==> src/rtl/msf_pkg.sv <==
// Shared MSF frame constants and decoder state type.
package msf_pkg;

  localparam logic [5:0] MSF_A_HOUR_FIRST  = 6'd39;
  localparam logic [5:0] MSF_A_MIN_LAST    = 6'd51;
  localparam logic [5:0] MSF_A_MARK_FIRST  = 6'd52;
  localparam logic [5:0] MSF_B_TIME_PARITY = 6'd57;
  localparam logic [7:0] MSF_MARKER        = 8'b0111_1110;
  localparam logic [5:0] MSF_LAST_SEC      = 6'd59;

  typedef enum logic {
    UNSYNC,
    COLLECT
  } msf_state_t;

endpackage

==> src/rtl/msf_frame_check.sv <==
// Combinational acceptance check of a collected MSF frame plus BCD field split.
module msf_frame_check
  import msf_pkg::*;
(
  input  logic [12:0] time_i,
  input  logic        parity_i,
  input  logic [7:0]  marker_i,
  input  logic [5:0]  sec_cnt_i,
  input  logic        overrun_i,
  output logic        valid_o,
  output logic [1:0]  hour_msd_o,
  output logic [3:0]  hour_lsd_o,
  output logic [2:0]  min_msd_o,
  output logic [3:0]  min_lsd_o
);

  logic range_ok;
  logic parity_ok;

  // time_i[12] holds A39 (first shifted in); split fields and validate them.
  always_comb begin
    hour_msd_o = time_i[12:11];
    hour_lsd_o = time_i[10:7];
    min_msd_o  = time_i[6:4];
    min_lsd_o  = time_i[3:0];
    range_ok   = (hour_msd_o <= 2'd2) && (hour_lsd_o <= 4'd9) &&
                 !((hour_msd_o == 2'd2) && (hour_lsd_o > 4'd3)) &&
                 (min_msd_o <= 3'd5) && (min_lsd_o <= 4'd9);
    parity_ok  = ^{time_i, parity_i};
    valid_o    = (sec_cnt_i == MSF_LAST_SEC) && !overrun_i &&
                 (marker_i == MSF_MARKER) && parity_ok && range_ok;
  end

endmodule

==> src/rtl/msf_time_decoder.sv <==
// MSF time-of-day decoder: collects one minute of symbols and loads HH:MM:00.
module msf_time_decoder
  import msf_pkg::*;
#(
  parameter int unsigned CONSEC_GOOD = 2
) (
  input  logic       clk_i,
  input  logic       rst_ni,
  input  logic       minute_i,
  input  logic       sym_valid_i,
  input  logic       sym_a_i,
  input  logic       sym_b_i,
  output logic       load_o,
  output logic [1:0] load_hour_msd_o,
  output logic [3:0] load_hour_lsd_o,
  output logic [2:0] load_min_msd_o,
  output logic [3:0] load_min_lsd_o,
  output logic [2:0] load_sec_msd_o,
  output logic [3:0] load_sec_lsd_o,
  output logic       synced_o,
  output logic       frame_err_o
);

  localparam logic [1:0] GOOD_MAX = 2'(CONSEC_GOOD);

  msf_state_t  state_q, state_d;
  logic [5:0]  sec_cnt_q, sec_cnt_d, sec_next;
  logic        overrun_q, overrun_d;
  logic [12:0] time_q, time_d;
  logic        parity_q, parity_d;
  logic [7:0]  marker_q, marker_d;
  logic [1:0]  good_cnt_q, good_cnt_d, good_inc;
  logic        load_q, load_d;
  logic        frame_err_q, frame_err_d;
  logic        synced_q, synced_d;
  logic [1:0]  hour_msd_q, hour_msd_d;
  logic [3:0]  hour_lsd_q, hour_lsd_d;
  logic [2:0]  min_msd_q, min_msd_d;
  logic [3:0]  min_lsd_q, min_lsd_d;

  logic        fc_valid;
  logic [1:0]  fc_hour_msd;
  logic [3:0]  fc_hour_lsd;
  logic [2:0]  fc_min_msd;
  logic [3:0]  fc_min_lsd;

  msf_frame_check u_frame_check (
    .time_i     (time_q),
    .parity_i   (parity_q),
    .marker_i   (marker_q),
    .sec_cnt_i  (sec_cnt_q),
    .overrun_i  (overrun_q),
    .valid_o    (fc_valid),
    .hour_msd_o (fc_hour_msd),
    .hour_lsd_o (fc_hour_lsd),
    .min_msd_o  (fc_min_msd),
    .min_lsd_o  (fc_min_lsd)
  );

  // Next-state: symbol collection, frame verdict at the minute marker, output loads.
  always_comb begin
    state_d     = state_q;
    sec_cnt_d   = sec_cnt_q;
    overrun_d   = overrun_q;
    time_d      = time_q;
    parity_d    = parity_q;
    marker_d    = marker_q;
    good_cnt_d  = good_cnt_q;
    synced_d    = synced_q;
    hour_msd_d  = hour_msd_q;
    hour_lsd_d  = hour_lsd_q;
    min_msd_d   = min_msd_q;
    min_lsd_d   = min_lsd_q;
    load_d      = 1'b0;
    frame_err_d = 1'b0;
    sec_next    = sec_cnt_q + 6'd1;
    good_inc    = (good_cnt_q >= GOOD_MAX) ? GOOD_MAX : good_cnt_q + 2'd1;

    case (state_q)
      UNSYNC: begin
        if (minute_i) begin
          state_d   = COLLECT;
          sec_cnt_d = '0;
          overrun_d = 1'b0;
          time_d    = '0;
          parity_d  = 1'b0;
          marker_d  = '0;
        end
      end
      COLLECT: begin
        // minute_i takes priority so a coincident symbol is dropped.
        if (minute_i) begin
          if (fc_valid) begin
            good_cnt_d = good_inc;
            if (good_inc == GOOD_MAX) begin
              load_d     = 1'b1;
              synced_d   = 1'b1;
              hour_msd_d = fc_hour_msd;
              hour_lsd_d = fc_hour_lsd;
              min_msd_d  = fc_min_msd;
              min_lsd_d  = fc_min_lsd;
            end
          end else begin
            good_cnt_d  = '0;
            synced_d    = 1'b0;
            frame_err_d = 1'b1;
          end
          sec_cnt_d = '0;
          overrun_d = 1'b0;
          time_d    = '0;
          parity_d  = 1'b0;
          marker_d  = '0;
        end else if (sym_valid_i) begin
          if (sec_cnt_q == MSF_LAST_SEC) begin
            overrun_d = 1'b1;
          end else begin
            sec_cnt_d = sec_next;
            if ((sec_next >= MSF_A_HOUR_FIRST) && (sec_next <= MSF_A_MIN_LAST))
              time_d = {time_q[11:0], sym_a_i};
            if (sec_next == MSF_B_TIME_PARITY)
              parity_d = sym_b_i;
            if (sec_next >= MSF_A_MARK_FIRST)
              marker_d = {marker_q[6:0], sym_a_i};
          end
        end
      end
      default: state_d = UNSYNC;
    endcase
  end

  // State and output registers; reset clears everything including held load values.
  always_ff @(posedge clk_i or negedge rst_ni) begin
    if (!rst_ni) begin
      state_q     <= UNSYNC;
      sec_cnt_q   <= '0;
      overrun_q   <= 1'b0;
      time_q      <= '0;
      parity_q    <= 1'b0;
      marker_q    <= '0;
      good_cnt_q  <= '0;
      load_q      <= 1'b0;
      frame_err_q <= 1'b0;
      synced_q    <= 1'b0;
      hour_msd_q  <= '0;
      hour_lsd_q  <= '0;
      min_msd_q   <= '0;
      min_lsd_q   <= '0;
    end else begin
      state_q     <= state_d;
      sec_cnt_q   <= sec_cnt_d;
      overrun_q   <= overrun_d;
      time_q      <= time_d;
      parity_q    <= parity_d;
      marker_q    <= marker_d;
      good_cnt_q  <= good_cnt_d;
      load_q      <= load_d;
      frame_err_q <= frame_err_d;
      synced_q    <= synced_d;
      hour_msd_q  <= hour_msd_d;
      hour_lsd_q  <= hour_lsd_d;
      min_msd_q   <= min_msd_d;
      min_lsd_q   <= min_lsd_d;
    end
  end

  assign load_o          = load_q;
  assign frame_err_o     = frame_err_q;
  assign synced_o        = synced_q;
  assign load_hour_msd_o = hour_msd_q;
  assign load_hour_lsd_o = hour_lsd_q;
  assign load_min_msd_o  = min_msd_q;
  assign load_min_lsd_o  = min_lsd_q;
  assign load_sec_msd_o  = '0;
  assign load_sec_lsd_o  = '0;

endmodule
==> config.mk <==
export PLATFORM = sky130hd
export DESIGN_NAME = msf_time_decoder
export DESIGN_NICKNAME = d
export VERILOG_FILES = /design/src/rtl/msf_pkg.sv /design/src/rtl/msf_frame_check.sv /design/src/rtl/msf_time_decoder.sv
export SDC_FILE = /design/constraint.sdc
export NUM_CORES = 1
export LEC_CHECK = 0
export CORE_MARGIN = 2
export CORE_UTILIZATION = 56
export CTS_CLUSTER_DIAMETER = 30
export DETAILED_ROUTE_END_ITERATION = 12
export PLACE_DENSITY = 0.89
export SYNTH_ARGS = -nofsm -noshare
export SYNTH_HDL_FRONTEND = slang
export SYNTH_SLANG_ARGS = --single-unit
==> constraint.sdc <==
create_clock -name clk_i -period 3 [get_ports clk_i]
set_input_delay 0.6 -clock clk_i [delete_from_list [all_inputs] [get_ports clk_i]]
set_output_delay 0.6 -clock clk_i [all_outputs]
set_load 0.01 [all_outputs]
## After elaboration in Yosys (flattened, before gate mapping)

Cells that the tools add are included.

| storage, ports and cells | value |
|---|---|
| register bits after elaboration | 48 |
| bits of input ports | 6 |
| output and inout port bits | 23 |

| cells by class | value |
|---|---|
| add/sub/neg operators | 2 |
| $lt $le $gt $ge | 9 |
| eq/ne operators | 13 |
| multiplexer cells | 40 |
| bitwise logic cells | 1 |
| reductions and logical operators | 21 |

Operators with widths:

| kind | count |
|---|---|
| 13-bit 2-to-1 mux | 5 |
| 8-bit 2-to-1 mux | 5 |
| 13-bit one-hot mux with 2 select lines | 1 |
| 6-bit 2-to-1 mux | 4 |
| 1-bit 2-to-1 mux | 19 |
| 8-bit one-hot mux with 2 select lines | 1 |
| 4-bit AND reduction | 4 |
| 14-bit XOR reduction | 1 |
| 6-bit equality test (second input constant) | 2 |
| 6-bit greater-or-equal comparator (second input constant) | 2 |
| 3-bit by 2-bit inequality test with 1-bit output (second input constant) | 4 |
| 6-bit one-hot mux with 2 select lines | 1 |
| 1-bit logical AND | 10 |
| 3-bit AND reduction | 3 |
| 8-bit by 7-bit equality test with 1-bit output (second input constant) | 1 |
| 4-bit <= comparator (second input constant) | 2 |
| 6-bit by 1-bit adder with 6-bit output (second input constant) | 1 |
| 6-bit <= comparator (second input constant) | 1 |
| 3-bit inequality test (second input constant) | 2 |
| 2-bit equality test (second input constant) | 2 |
| 4-bit by 2-bit > comparator with 1-bit output (second input constant) | 1 |
| 2-bit 2-to-1 mux | 2 |
| 1-bit one-hot mux with 2 select lines | 2 |
| 3-bit <= comparator (second input constant) | 1 |
| other kinds (8) | 9 |

## Logic depth before layout (Yosys ltp)

| logic depth | value |
|---|---|
| depth in word-level cells | 10 |
| depth in mapped cells | 8 |
| depth with buffers taken out | 7 |

## Cells and area by module

A second synthesis with hierarchy kept.

| unflattened totals | value |
|---|---|
| cells, all modules | 262 |
| area, all modules | 2,747.6 µm² |

Modules (own cells, without submodules):

| module | instances | cells an instance | area an instance (µm²) |
|---|---|---|---|
| msf_time_decoder | 1 | 214 | 2,362.3 |
| msf_frame_check | 1 | 48 | 385.4 |

## Worst setup path before layout

OpenSTA, ideal clock, no wires.

| path | value |
|---|---|
| path type | reg2reg |
| start point | register time_q[9] |
| end point | register hour_lsd_q[0], in the netlist load_hour_lsd_o[0] |
| library setup time | 0.125 ns |
| arrival | 2.186 ns |
| required time | 2.875 ns |
| path slack | 0.689 ns |
| cell stages (with the launch flop) | 9 |
| period minus slack after synthesis | 2.311 ns |
| cell sequence | dfrtp_1 -> inv_1 -> ha_1 -> xnor2_1 -> xnor3_1 -> xnor2_1 -> nor3_4 -> buf_8 -> mux2_2 |

| between the ends | value |
|---|---|
| longest elaborated chain between the ends | 8 |
| elaborated cells on any way between the ends | 12 |

Ends and longest elaborated chain:

| what | line | source |
|---|---|---|
| start, declared | msf_time_decoder.sv:29 | `logic [12:0] time_q, time_d;` |
| start signal, assigned | msf_time_decoder.sv:152 | `time_q <= time_d;` |
| 4-bit by 2-bit > comparator with 1-bit output | msf_frame_check.sv:27 | `!((hour_msd_o == 2'd2) && (hour_lsd_o > 4'd3)) &&` |
| 1-bit logical AND | msf_frame_check.sv:27 |  |
| 1-bit zero test | msf_frame_check.sv:27 |  |
| 1-bit logical AND | msf_frame_check.sv:26 | `range_ok = (hour_msd_o <= 2'd2) && (hour_lsd_o <= 4'd9) &&` |
| 1-bit logical AND | msf_frame_check.sv:27 |  |
| 1-bit logical AND | msf_frame_check.sv:28 | `(min_msd_o <= 3'd5) && (min_lsd_o <= 4'd9);` |
| 1-bit logical AND (*) | msf_frame_check.sv:31 | `(marker_i == MSF_MARKER) && parity_ok && range_ok;` |
| 4-bit AND reduction (no line) (*) | -- |  |
| end signal, assigned | msf_time_decoder.sv:160 | `hour_lsd_q <= hour_lsd_d;` |
| end, declared | msf_time_decoder.sv:37 | `logic [3:0] hour_lsd_q, hour_lsd_d;` |

Mark *: on every way between the ends. The rest lies on a longest branch, timed or not.
A chain may end at the register's enable or synchronous reset.

## Worst setup path after layout

| path | value |
|---|---|
| start point | register time_q[9] |
| end point | register hour_lsd_q[2], in the netlist load_hour_lsd_o[2] |

| between the ends | value |
|---|---|
| longest elaborated chain between the ends | 8 |
| elaborated cells on any way between the ends | 12 |

Ends and longest elaborated chain:

| what | line |
|---|---|
| 4-bit by 2-bit > comparator with 1-bit output | msf_frame_check.sv:27 |
| 1-bit logical AND | msf_frame_check.sv:27 |
| 1-bit zero test | msf_frame_check.sv:27 |
| 1-bit logical AND | msf_frame_check.sv:26 |
| 1-bit logical AND | msf_frame_check.sv:27 |
| 1-bit logical AND | msf_frame_check.sv:28 |
| 1-bit logical AND | msf_frame_check.sv:31 |
| 4-bit AND reduction (no line) | -- |

Parallel ways exist; a longest one is shown, timed or not.

==> impl_metrics.env <==
export IMPL_syn_area_um2=2530
export IMPL_syn_avg_cell_area_um2=11.2
export IMPL_io_pins=29
export IMPL_cts_reportedPaths_clkPinSlew_ps=80
export IMPL_grt_overflow=0
export IMPL_cts_buffers=5
export IMPL_drive_gt1_frac=0.130
export IMPL_cts_buffer_depth=2
export IMPL_core_area_um2=4350
export IMPL_die_y_um=71.2
export IMPL_synth_commonest_cells="dfrtp_1 (48), mux2i_1 (22), nor2_1 (20)"
export IMPL_yosysMostFrequentCell="dfrtp_1"
export IMPL_area_growth_syn_to_layout_pct=11.4
export IMPL_postCtsSetupBuffers=0
export IMPL_fill_cells=334
export IMPL_cts_sinks=48
export IMPL_status="finished, final reports clean"
export IMPL_vias=1687
export IMPL_cp_end_kind="flip-flop"
export IMPL_htree_levels=2
export IMPL_cts_hold_buf=0
export IMPL_maxCapViolations=0
export IMPL_finClkSkew_ps=2.64
export IMPL_finalSetupViolations=0
export IMPL_hold_viol=0
export IMPL_drc_errors=0
export IMPL_yosysSeqAreaShare=0.475
export IMPL_grt_pass1_wl_um=7710
export IMPL_rsz0062_at_grt="false"
export IMPL_final_area_um2=2820
export IMPL_cts_root_buf="clkbuf_8"
export IMPL_synth_area_leaders="dfrtp_1 (47%), mux2i_1 (8.7%), mux2_2 (5.8%), ha_1 (5.4%), nand2b_1 (3.7%)"
export IMPL_slew_viol_final=0
export IMPL_hold_class="in2async"
export IMPL_place_detailed_hpwl_um=3030
export IMPL_port_buffers=21
export IMPL_ys_flop_type="dfrtp_1"
export IMPL_finalCritPeriodShare=0.802
export IMPL_multi_input_area_um2=1210
export IMPL_drt_total_wl_um=4350
export IMPL_gr_usage_all_layers=0.192
export IMPL_cts_tree="built"
export IMPL_yosysTopAreaCellShare=0.475
export IMPL_detail_route_first_pass_iterations=4
export IMPL_syn_inst=226
export IMPL_path_max_fanout=15
export IMPL_layout_min_cycle_time_ps=2400
export IMPL_synth_warnings=0
export IMPL_nNetsFinal=264
export IMPL_worstSetupPathType="reg2reg"
export IMPL_row_count=24
export IMPL_ys_ff_latch=48
export IMPL_r2r_slack_ps=600
export IMPL_seq_area_um2=1200
export IMPL_crit_required_ps=3190
export IMPL_grt_pass1_vias=1693
export IMPL_ant_nets=0
export IMPL_post_synth_top_area_cell="dfrtp_1"
export IMPL_vias_per_cell=5.64
export IMPL_worstSkewPairLatency_ps=300
export IMPL_dieWidth_um=71.2
export IMPL_synth_edff_count=0
export IMPL_crit_arrival_ps=2590
export IMPL_wire_per_inst_um=14.5
export IMPL_die_area_um2=5070
export IMPL_worst_slew_pin_slew_ps=1040
export IMPL_dr_first_iter_drc_count=145
export IMPL_diodes=0
export IMPL_worst_setup_path_start_kind="flip-flop"
export IMPL_place_area_um2=2740
export IMPL_fmax_mhz=416
export IMPL_initial_core_util=0.581
export IMPL_synth_cell_type_count=46
export IMPL_slew_limit_headroom=0.309
export IMPL_ir_worst_vdd_mv=0.312
export IMPL_cts_resized=0
export IMPL_fin_tns_setup_ps=0
export IMPL_powerDensity_nw_per_um2=379
export IMPL_antenna_found_initial=0
export IMPL_p_total_mw=1.07
export IMPL_power_static_leakage_nw=1.31
export IMPL_fin_util=0.648
export IMPL_synthArstFlopShare=1.00
export IMPL_grt_max_degree=49
export IMPL_place_gp_congestion=0.798
-- area by class of cell --
cell class | instances | area share
Clock buffer | 5 | 0.0244
Clock inverter | 2 | 0.00444
Inverter | 9 | 0.0120
Multi-Input combinational cell | 159 | 0.429
Sequential cell | 48 | 0.426
Tap cell | 52 | 0.0231
Timing Repair Buffer | 24 | 0.0807
-- worst max-delay path, cell delays in order, from the launching register on --
cell,delay (ps)
dfrtp_1,390
inv_1,90
ha_1,310
xnor2_1,190
xnor3_1,350
xnor2_1,180
nor3_4,170
buf_4,250
mux2_2,360
-- cell families (layout without fill, tap and decap cells) --
kind of cell	after synthesis	after routing	synth area share
buffers and inverters	25	40	0.0559
flip-flops	48	48	0.475
adder cells (fa/ha/maj)	11	11	0.0544
other	1	7	0.00148
AND/OR/NAND/NOR	70	70	0.158
AO/OA/AOI/OAI	24	24	0.0643
XOR/XNOR	12	12	0.0470
multiplexers	35	35	0.145
-- flip-flops by register name, indices dropped and copies added, names as in the netlist, 2 cells and up --
name and flops:
load_min_lsd_o 4, load_hour_lsd_o 4, marker_q 8, good_cnt_q 2, sec_cnt_q 6, time_q 13
load_hour_msd_o 2, load_min_msd_o 3
-- through the flow --
stage	hold WS [ps]	setup slack, ps	cells
after floorplan	304	689	232
after global placement	472	600	292
after detailed placement	489	533	292
after CTS	507	573	299
after global routing	519	398	299
final	467	595	299
-- cell usage in the layout, fill, tap and decap left out, drive strengths merged, types with 8 or more instances in the layout --
cell,netlist,routed
mux2,13,13
ha,11,11
clkdlybuf4s50,0,20
nor2,20,20
inv,9,9
dfrtp,48,48
nand2b,15,15
xnor2,8,8
mux2i,22,22
-- routing by layer --
| layer | vias up | GRT usage | routed length [um] |
|---|---|---|---|
| met1 | 822 | 0.258 | 1970 |
| li1 | 812 | - | - |
| met5 | - | 0 | 0 |
| met3 | 6 | 0.0450 | 217 |
| met4 | 0 | 0.0692 | 76 |
| met2 | 47 | 0.307 | 2080 |
-- power by group --
| part | internal (mW) | switching [mW] | total [mW] |
|---|---|---|---|
| sequential | 0.650 | 0.00637 | 0.656 |
| combinational | 0.0178 | 0.0353 | 0.0531 |
| clock | 0.158 | 0.203 | 0.361 |
-- final timing paths --
path | cells past startpoint | endpoint | start
max reg2reg | 8 | load_hour_lsd_o[2] | time_q[9]
max in group asynchronous | 1 | load_min_msd_o[1] | rst_ni
min reg2reg | 1 | good_cnt_q[1] | good_cnt_q[1]
min | 1 | marker_q[3] | rst_ni
max | 8 | load_hour_lsd_o[2] | time_q[9]
min in group clk_i | 1 | good_cnt_q[1] | good_cnt_q[1]
Note: power is estimated with default switching activity, not from simulation.
